===== config.mk =====
export PLATFORM = sky130hd
export DESIGN_NAME = fetch_stage
export DESIGN_NICKNAME = d
export VERILOG_FILES = /design/src/rtl/fetch_stage.sv
export SDC_FILE = /design/constraint.sdc
export NUM_CORES = 1
export LEC_CHECK = 0
export CORE_MARGIN = 5
export CORE_UTILIZATION = 45
export CTS_BUF_LIST = sky130_fd_sc_hd__clkbuf_4 sky130_fd_sc_hd__clkbuf_8
export DETAILED_ROUTE_END_ITERATION = 16
export GPL_TIMING_DRIVEN = 1
export PLACE_DENSITY_LB_ADDON = 0.3
export SETUP_SLACK_MARGIN = 0.1
export SLEW_MARGIN = 40
export SYNTH_ARGS = -nofsm -noshare
export SYNTH_HDL_FRONTEND = slang
export SYNTH_SLANG_ARGS = --single-unit

===== constraint.sdc =====
create_clock -name clk -period 1.8 [get_ports clk]
set_input_delay 0.36 -clock clk [delete_from_list [all_inputs] [get_ports clk]]
set_output_delay 0.36 -clock clk [all_outputs]
set_load 0.02 [all_outputs]

===== src/rtl/fetch_stage.sv =====
// rtl/fetch_stage.sv - P7 fetch stage: fetch PC, F/D register, fetch AdEL check, delay-slot and redirects
module fetch_stage #(
  parameter logic [31:0] RESET_PC   = 32'h00003000,
  parameter logic [31:0] HANDLER_PC = 32'h00004180,
  parameter logic [31:0] IM_LO      = 32'h00003000,
  parameter logic [31:0] IM_HI      = 32'h00006ffc,
  parameter logic [4:0]  ADEL_CODE  = 5'd4
) (
  input  logic        clk,
  input  logic        reset,
  input  logic [31:0] npc,
  input  logic        stall,
  input  logic        req,
  input  logic        eret,
  input  logic [31:0] epc,
  input  logic        d_is_branch,
  input  logic [31:0] im_instr,
  output logic [31:0] f_pc,
  output logic [31:0] d_pc,
  output logic [31:0] d_instr,
  output logic        d_bd,
  output logic [4:0]  d_exccode
);

  logic        adel;
  logic [4:0]  f_exccode;
  logic [31:0] f_instr;

  // A faulting fetch must never leak IM data downstream; a nop travels with the code.
  always_comb begin
    adel      = (f_pc[1:0] != 2'b00) || (f_pc < IM_LO) || (f_pc > IM_HI);
    f_exccode = adel ? ADEL_CODE : 5'd0;
    f_instr   = adel ? 32'h0 : im_instr;
  end

  always_ff @(posedge clk or negedge reset) begin
    if (!reset) begin
      f_pc      <= RESET_PC;
      d_pc      <= 32'h0;
      d_instr   <= 32'h0;
      d_bd      <= 1'b0;
      d_exccode <= 5'd0;
    end else if (req) begin
      f_pc      <= HANDLER_PC;
      d_pc      <= HANDLER_PC;
      d_instr   <= 32'h0;
      d_bd      <= 1'b0;
      d_exccode <= 5'd0;
    end else if (eret) begin
      f_pc      <= epc;
      d_pc      <= epc;
      d_instr   <= 32'h0;
      d_bd      <= 1'b0;
      d_exccode <= 5'd0;
    end else if (!stall) begin
      // d_bd is only sampled on a real advance so a stalled branch cannot tag F early.
      f_pc      <= npc;
      d_pc      <= f_pc;
      d_instr   <= f_instr;
      d_exccode <= f_exccode;
      d_bd      <= d_is_branch;
    end
  end

endmodule


# Word level (Yosys, flattened, before mapping)
# Cells that the tools add are included.
[totals]
register_bits = 102
input_bits = 102
output_inout_bits = 102
word_cells = 28
[classes]
magnitude_cmp = 2
n_eq_ne = 1
muxes = 17
reduce_logical = 3
[ops]
columns = ["operator", "n"]
rows = [
  ["2-to-1 mux 32 bit", 10],
  ["> comparator 32 x 15 -> 1 bit, second input constant", 1],
  ["less-than comparator 32 x 14 -> 1 bit, second input constant", 1],
  ["2-to-1 mux 5 bit", 3],
  ["2-to-1 mux 1 bit", 3],
  ["2-to-1 mux 3 bit", 1],
  ["!= test 3 x 1 -> 1 bit, second input constant", 1],
  ["logical OR 1 bit", 2],
  ["nonzero test 2 bit", 1],
]

# Logic depth before layout (Yosys ltp)
# Gate-level depths: netlist (run 1).
[depth]
word_depth = 7
ltp_mapped = 5

# Worst setup path after synthesis (run 1)
# OpenSTA, ideal clock, no wires.
[synth_timing]
path_type = "flip-flop to flip-flop"
startpoint = "register f_pc[23]"
endpoint = "register d_instr[13]"
arrival_ns = 1.404
required_time_ns = 1.708
path_slack_ns = 0.305
stages_incl_launch_ff = 5
path_buffers = 1
synth_period_minus_slack_ns = 1.495
cell_sequence = "dfrtp_1 > nor4_2 > nand4_2 > buf_6 > o31ai_2"
[synth_between]
elab_chain_cells = 7
elab_cells_between_ends = 8
classes_between = "order compare (2); mux (4); reduce/logical (2)"
[synth_rtl]
columns = ["item", "line_no", "source"]
rows = [
  ["start: declaration", "18", "output logic [31:0] f_pc,"],
  ["start signal: assignment", "50", "f_pc <= epc;"],
  ["start signal: assignment", "57", "f_pc <= npc;"],
  ["less-than comparator 32 x 14 -> 1 bit", "31", "adel = (f_pc[1:0] != 2'b00) || (f_pc < IM_LO) || (f_pc > IM_HI);"],
  ["logical OR 1 bit", "31", ""],
  ["logical OR 1 bit (*)", "31", ""],
  ["2-to-1 mux 32 bit (*)", "33", "f_instr = adel ? 32'h0 : im_instr;"],
  ["2-to-1 mux 32 bit (*)", "55", "end else if (!stall) begin"],
  ["2-to-1 mux 32 bit (*)", "49", "end else if (eret) begin"],
  ["2-to-1 mux 32 bit (*)", "43", "end else if (req) begin"],
  ["end signal: assignment", "59", "d_instr <= f_instr;"],
  ["end: declaration", "20", "output logic [31:0] d_instr,"],
]
# Mark *: on every way between the ends. The rest lies on a longest branch, timed or not. The select of a mux whose other input is x is not followed.
# A chain may end at the register's enable or synchronous reset.

# Worst setup path after layout (run 1)
[layout_timing]
startpoint = "register f_pc[12]"
endpoint = "output f_pc[12]"
# No word-level cell between the ends.

==> results.toml, run 1 <==
[synthesis]
yosys_warnings = 0
synth_area_leaders = "dfrtp_1 (49%), mux2_2 (13%), o21a_1 (8.8%)"
syn_area_um2 = 4947
synth_edf_count = 0
synthFlopType = "dfrtp_1"
synth.distinct_cells = 28
yosysMostFrequentCell = "dfrtp_1"
synthTopCellsByCount = "dfrtp_1 (96), nand2_1 (64), mux2_2 (58), o21a_1 (58)"
yosysTopAreaCell = "dfrtp_1"
synthCells = 444
synth-seq-cells = 98
yosysSeqAreaShare_pct = 49.62
synthArstFlopShare_pct = 100.0
yosysTopAreaCellShare_pct = 48.56
synth_area_per_cell_um2 = 11.14

[clocking]
insertion_delay_ps = 360
htree_levels = 3
postCtsSetupBuffers = 0
clockBufferDepth = 2
cts_tree = "done"
clk_pin_slew_ps = 90
clockRootBuffer = "clkbuf_8"
numCtsBuffers = 9
cts_sinks = 98

[worst_setup_path]
rr_worst_depth = 4
critPathSlowestCell = "dfstp_2"
r2r_end = "d_exccode[2]"
critical_path_cell_count = 1
critPathArrivalTime_ps = 1300
cp-endpoint = "f_pc[12]"
crit_required_ps = 1440
critPathBufInv = 1
critPathCaptureType = "primary output"
rrSetupSlack_ps = 250
max_stage_delay_ps = 570
worstPathMaxFanout = 5
crit_start = "f_pc[12]"
cpLargestDelayFamily = "flip-flops"
path_class = "reg2out"
crit_chain = "dlygate4sd2_1"
crit-reg2reg-launch = "f_pc[21]"
startpoint_type = "flip-flop"

[sta]
rsz0062_at_grt = "no"
fmax_ghz = 0.6038
slew_violations = 0
hold_viol = 0
setup_viol = 0
tns_ps = 0
skew_ps = 10.84
fin_crit_ps = 1656
period_share_pct = 92.01

[power_and_ir_drop]
max-vdd-ir-drop_mv = 0.4142
power_mw = 4.938
p_leak_nw = 3.502
cellPowerDensity_nw_per_um2 = 684.5

[run]
maxCapViolCount = 0

[floorplanning]
die_area_um2 = 13190
start_util_pct = 45.84
row_count = 38
io_pins = 204
fp.dieH_um = 114.9
coreArea_um2 = 10790
die_x_um = 114.9

[layout]
finalInstanceArea_um2 = 7214
nets = 735
final_cells = 778
n_antenna_cell = 0
utilization_pct = 66.84
area_growth_pct = 45.83
drive_gt1_share_pct = 20.69

[routing]
drtIter0Drc = 191
wl_per_cell_um = 17.56
num_vias = 4023
first_pass_iters = 4
drc = 0
wirelength_um = 13660
avgViaCountPerCell = 5.171
ant_nets = 0

[placement]
io_buffers = 199
post_dp_cell_area_um2 = 7094
dp_hpwl_um = 10190
gp_congestion = 0.8653
placed_cells = 761

[global_routing]
grt.overflow.total = 0
grt_pass1_vias = 4397
antenna_found_initial = 0
grt_max_degree = 49
grt_use_total_pct = 21.41
grt_first_pass_wirelength_um = 22430

[status]
outcome = "completed"

[worst_hold_path]
hold_path.class = "in2reg"
per-layer routing:
| metal | wire, µm | global-route usage (%) | vias to the layer above |
|---|---|---|---|
| met5 | 0 | 0 | - |
| met4 | 261 | 7.199 | 0 |
| met3 | 1409 | 7.789 | 21 |
| met2 | 6570 | 34.92 | 147 |
| met1 | 5420 | 26.40 | 1945 |
| li1 | - | - | 1910 |
cells in the final DEF, fill, tap and decap left out, types with 2 or more instances in the layout:
master and count:
a211oi_1 6, a21oi_1 29, buf_12 6, buf_2 2, buf_4 10, clkbuf_8 11, clkdlybuf4s50_1 97, clkinvlp_4 2
conb_1 4, dfrtp_1 96, dfstp_2 2, dlygate4sd2_1 91, dlymetal6s2s_1 6, inv_1 29, mux2_2 58, nand2_1 64
nor2b_1 10, nor3_1 2, nor4_2 4, o21a_1 58, o21bai_1 6, o31ai_1 2, o31ai_2 29
sequential cells by signal, summed over array words and instances, names as in the netlist:
| register | flops |
|---|---|
| d_bd | 1 |
| d_instr | 32 |
| d_exccode | 1 |
| f_pc | 32 |
| d_pc | 32 |
power by group:
group / internal [mW] / switching (mW) / total (mW) / leakage [nW]
combinational: 0.538 / 0.540 / 1.08 / 2.12
sequential: 2.31 / 0.0807 / 2.39 / 1.28
clock: 0.732 / 0.742 / 1.47 / 0.102
total: 3.58 / 1.36 / 4.94 / 3.50
through the flow:
stage                     setup WS, ps  hold slack [ps]
after floorplan                  304.6            64.41
after global placement           254.3            227.3
after detailed placement         248.6            229.0
after CTS                        100.2            338.9
after global routing             112.2            374.0
final                            143.8            362.6
layout make-up:
class	instances	area [µm²]
clock buffers	12	158.9
flip-flops and latches	98	2455
well taps	140	175.2
multi-input cells	281	2198
clock inverters	4	50.05
inverters	29	108.9
fillers	879	3578
repair buffers	214	2068
worst min path at each step:
stage | slack [ps] | cells after the start | to | start
floorplan | 60 | 0 | d_bd | reset
CTS | 340 | 3 | d_exccode[2] | eret
finish | 360 | 3 | d_exccode[2] | eret
global placement | 230 | 1 | d_pc[3] | reset
global route | 370 | 3 | d_exccode[2] | eret
detailed placement | 230 | 1 | f_pc[3] | reset
logic make-up after synthesis:
logic type / Yosys count / share of synthesized area, %
compound gates: 135 / 22.31
buf+inv: 68 / 6.449
flops: 98 / 49.62
mux: 58 / 13.20
other cells: 1 / 0.07580
simple gates: 84 / 8.346
timing repair:
action,in CTS,in global routing
endpoints found under the setup margin,92,7
hold endpoints to repair,12,0
hold buffers,1,0
gates resized for setup,92,7
No activity file was read; power rests on OpenSTA's default activity.
==> run 2: changes to the inputs <==
CTS_CLUSTER_DIAMETER = 40   (was default)
==> results of run 2 <==
Final layout, timing and power as in run 1 (identical DEF).
==> run 3: changes to the inputs <==
ABC_CLOCK_PERIOD_IN_PS = 1600   (was default)
CORE_ASPECT_RATIO = 1.5   (was default)
clock period = 1.6 ns   (was 1.8 ns; I/O delays follow)
==> run 3 against run 2 <==
  * Die area is 0.33% higher
  * Setup slack worse by 130 ps
  * Via count is 3.4% higher
  * Largest power group unchanged
  * Clock power is 5% higher
  * Register-to-register slack worse by 230 ps
  * Final area is 4.9% higher
==> results.toml, run 3 (synthesis results as in run 1) <==
[power_and_ir_drop]
sw_frac_of_total_pct = 28.35
p_leak_nw = 3.535
seqPwrFrac_pct = 48.6
power_frac_comb_pct = 23.5
internal-power_mw = 3.964
max-vdd-ir-drop_mv = 0.5433
p_clk_share_pct = 27.9
power_mw = 5.533
cellPowerDensity_nw_per_um2 = 730.9
switching_power_mw = 1.569

[sta]
slew_violations = 0
fin_ws_ps = 18.26
worst_slew_pin_slew_ps = 509.2
fin_crit_ps = 1582
rsz0062_at_grt = "yes"
period_share_pct = 98.86
max_slew_margin_pct = 66.05
hold_viol = 0
setup_viol = 0
fmax_ghz = 0.6322
skew_ps = 12.08

[clocking]
insertion_delay_ps = 370
clockBufferDepth = 2
clk_pin_slew_ps = 90
cts_tree = "done"
htree_levels = 3
numCtsBuffers = 9
cts_sinks = 98
clockRootBuffer = "clkbuf_8"

[global_routing]
grt_max_degree = 68
antenna_found_initial = 0
grt_first_pass_wirelength_um = 21950
grt_pass1_vias = 4352
grt_use_total_pct = 21.22
grt.overflow.total = 0

[worst_setup_path]
critPathCaptureType = "flip-flop"
rr_worst_depth = 5
worstPathMaxFanout = 5
crit_required_ps = 1850
startpoint_type = "flip-flop"
crit-reg2reg-launch = "f_pc[22]"
critPathArrivalTime_ps = 1830
path_class = "reg2reg"
rrSetupSlack_ps = 20
r2r_end = "d_exccode[2]"

[layout]
n_antenna_cell = 0
finalInstanceArea_um2 = 7570
area_growth_pct = 53.01
final_cell_mix = "clkdlybuf4s50_1 (97), dfrtp_1 (94), dlygate4sd2_1 (81), nand2_1 (64)"
nFillCells = 845
nets = 751
reg_top3 = "d_instr (32), d_pc (32), f_pc (32)"
mostFrequentLayoutCell = "clkdlybuf4s50_1"
drive_gt1_share_pct = 25.42

[routing]
wirelength_um = 14510
first_pass_iters = 4
avgViaCountPerCell = 5.200
num_vias = 4160
ant_nets = 0
drtIter0Drc = 122
drc = 0
wl_per_cell_um = 18.13

[run]
maxCapViolCount = 0

[floorplanning]
die_x_um = 95.61
fp.dieH_um = 138.4
row_count = 47
start_util_pct = 45.47
io_pins = 204
coreArea_um2 = 10880
die_area_um2 = 13230

[status]
outcome = "completed"

[placement]
dp_slack_ps = 45.13
io_buffers = 199
dp_hpwl_um = 10410
post_dp_cell_area_um2 = 7216
gp_congestion = 0.8081

[worst_hold_path]
hold_path.class = "in2async"
run 3: cell types whose count changed in the layout (fill, tap and decap cells not counted), moves of 3 or more:
cell,before,now
o31ai_4,1,21
o31ai_2,29,10
buf_2,2,12
dlygate4sd2_1,91,81
buf_4,10,18
dlymetal6s2s_1,6,0
buf_12,6,9
clkbuf_16,0,3
clkbuf_2,0,3
nor4_2,4,1
nor4_4,0,3
run 3: per-layer routing:
metal	vias up	wire length [µm]	track usage (%)
li1	1933	-	-
met1	2060	4915	22.97
met2	146	8183	38.82
met3	21	1079	5.761
met4	0	325	6.822
met5	-	0	0
run 3: repair_timing:
item,in CTS,in global routing
endpoints found under the setup margin,110,46
hold buffers,1,0
gates resized for setup,126,42
hold endpoints to repair,30,0
setup buffers,0,2
cloned,0,4
pin swaps,0,23
run 3: worst max path at each step:
stage              from           end  slack (ps)
2_1_floorplan  f_pc[23]   d_instr[13]         100
3_3_place_gp   f_pc[28]  d_exccode[2]          60
3_5_place_dp   f_pc[31]  d_exccode[2]          50
4_1_cts        f_pc[23]  d_exccode[2]          30
5_1_grt        f_pc[22]  d_exccode[2]         -10
6_report       f_pc[22]  d_exccode[2]          20
run 3: layout make-up:
cell class | count | area, µm² | share of cell area (%)
Sequential cell | 98 | 2457 | 32.46
Multi-Input combinational cell | 281 | 2410 | 31.83
Timing Repair Buffer | 230 | 2221 | 29.34
Tap cell | 147 | 183.9 | 2.430
Clock buffer | 13 | 178.9 | 2.364
Inverter | 29 | 108.9 | 1.438
Clock inverter | 2 | 10.01 | 0.1322
run 3: power by group through the flow:
stage	Combinational [mW]	Clock, mW	Sequential [mW]
final	1.30	1.54	2.69
after global routing	1.40	1.68	2.71
after CTS	1.28	1.56	2.68
after detailed placement	1.35	0	2.74
after global placement	1.32	0	2.72
after floorplan	0.486	0	2.87
run 3: worst max-delay path, stage by stage, from the launching register on:
cell and delay (ps):
dfrtp_1 420, nor4_2 330, nand4_2 140, buf_6 170
buf_12 130, o31a_1 270
run 3: per-stage QoR:
stage               utilization, %  TNS (ps)  hold slack, ps  std cells
floorplan                        -         0           24.41        447
global placement             66.33         0           310.6        778
detailed placement           66.33         0           318.4        778
CTS                          67.14         0           456.3        794
global route                 69.58    -27.05           478.1        800
finish                       69.58         0           457.1        800
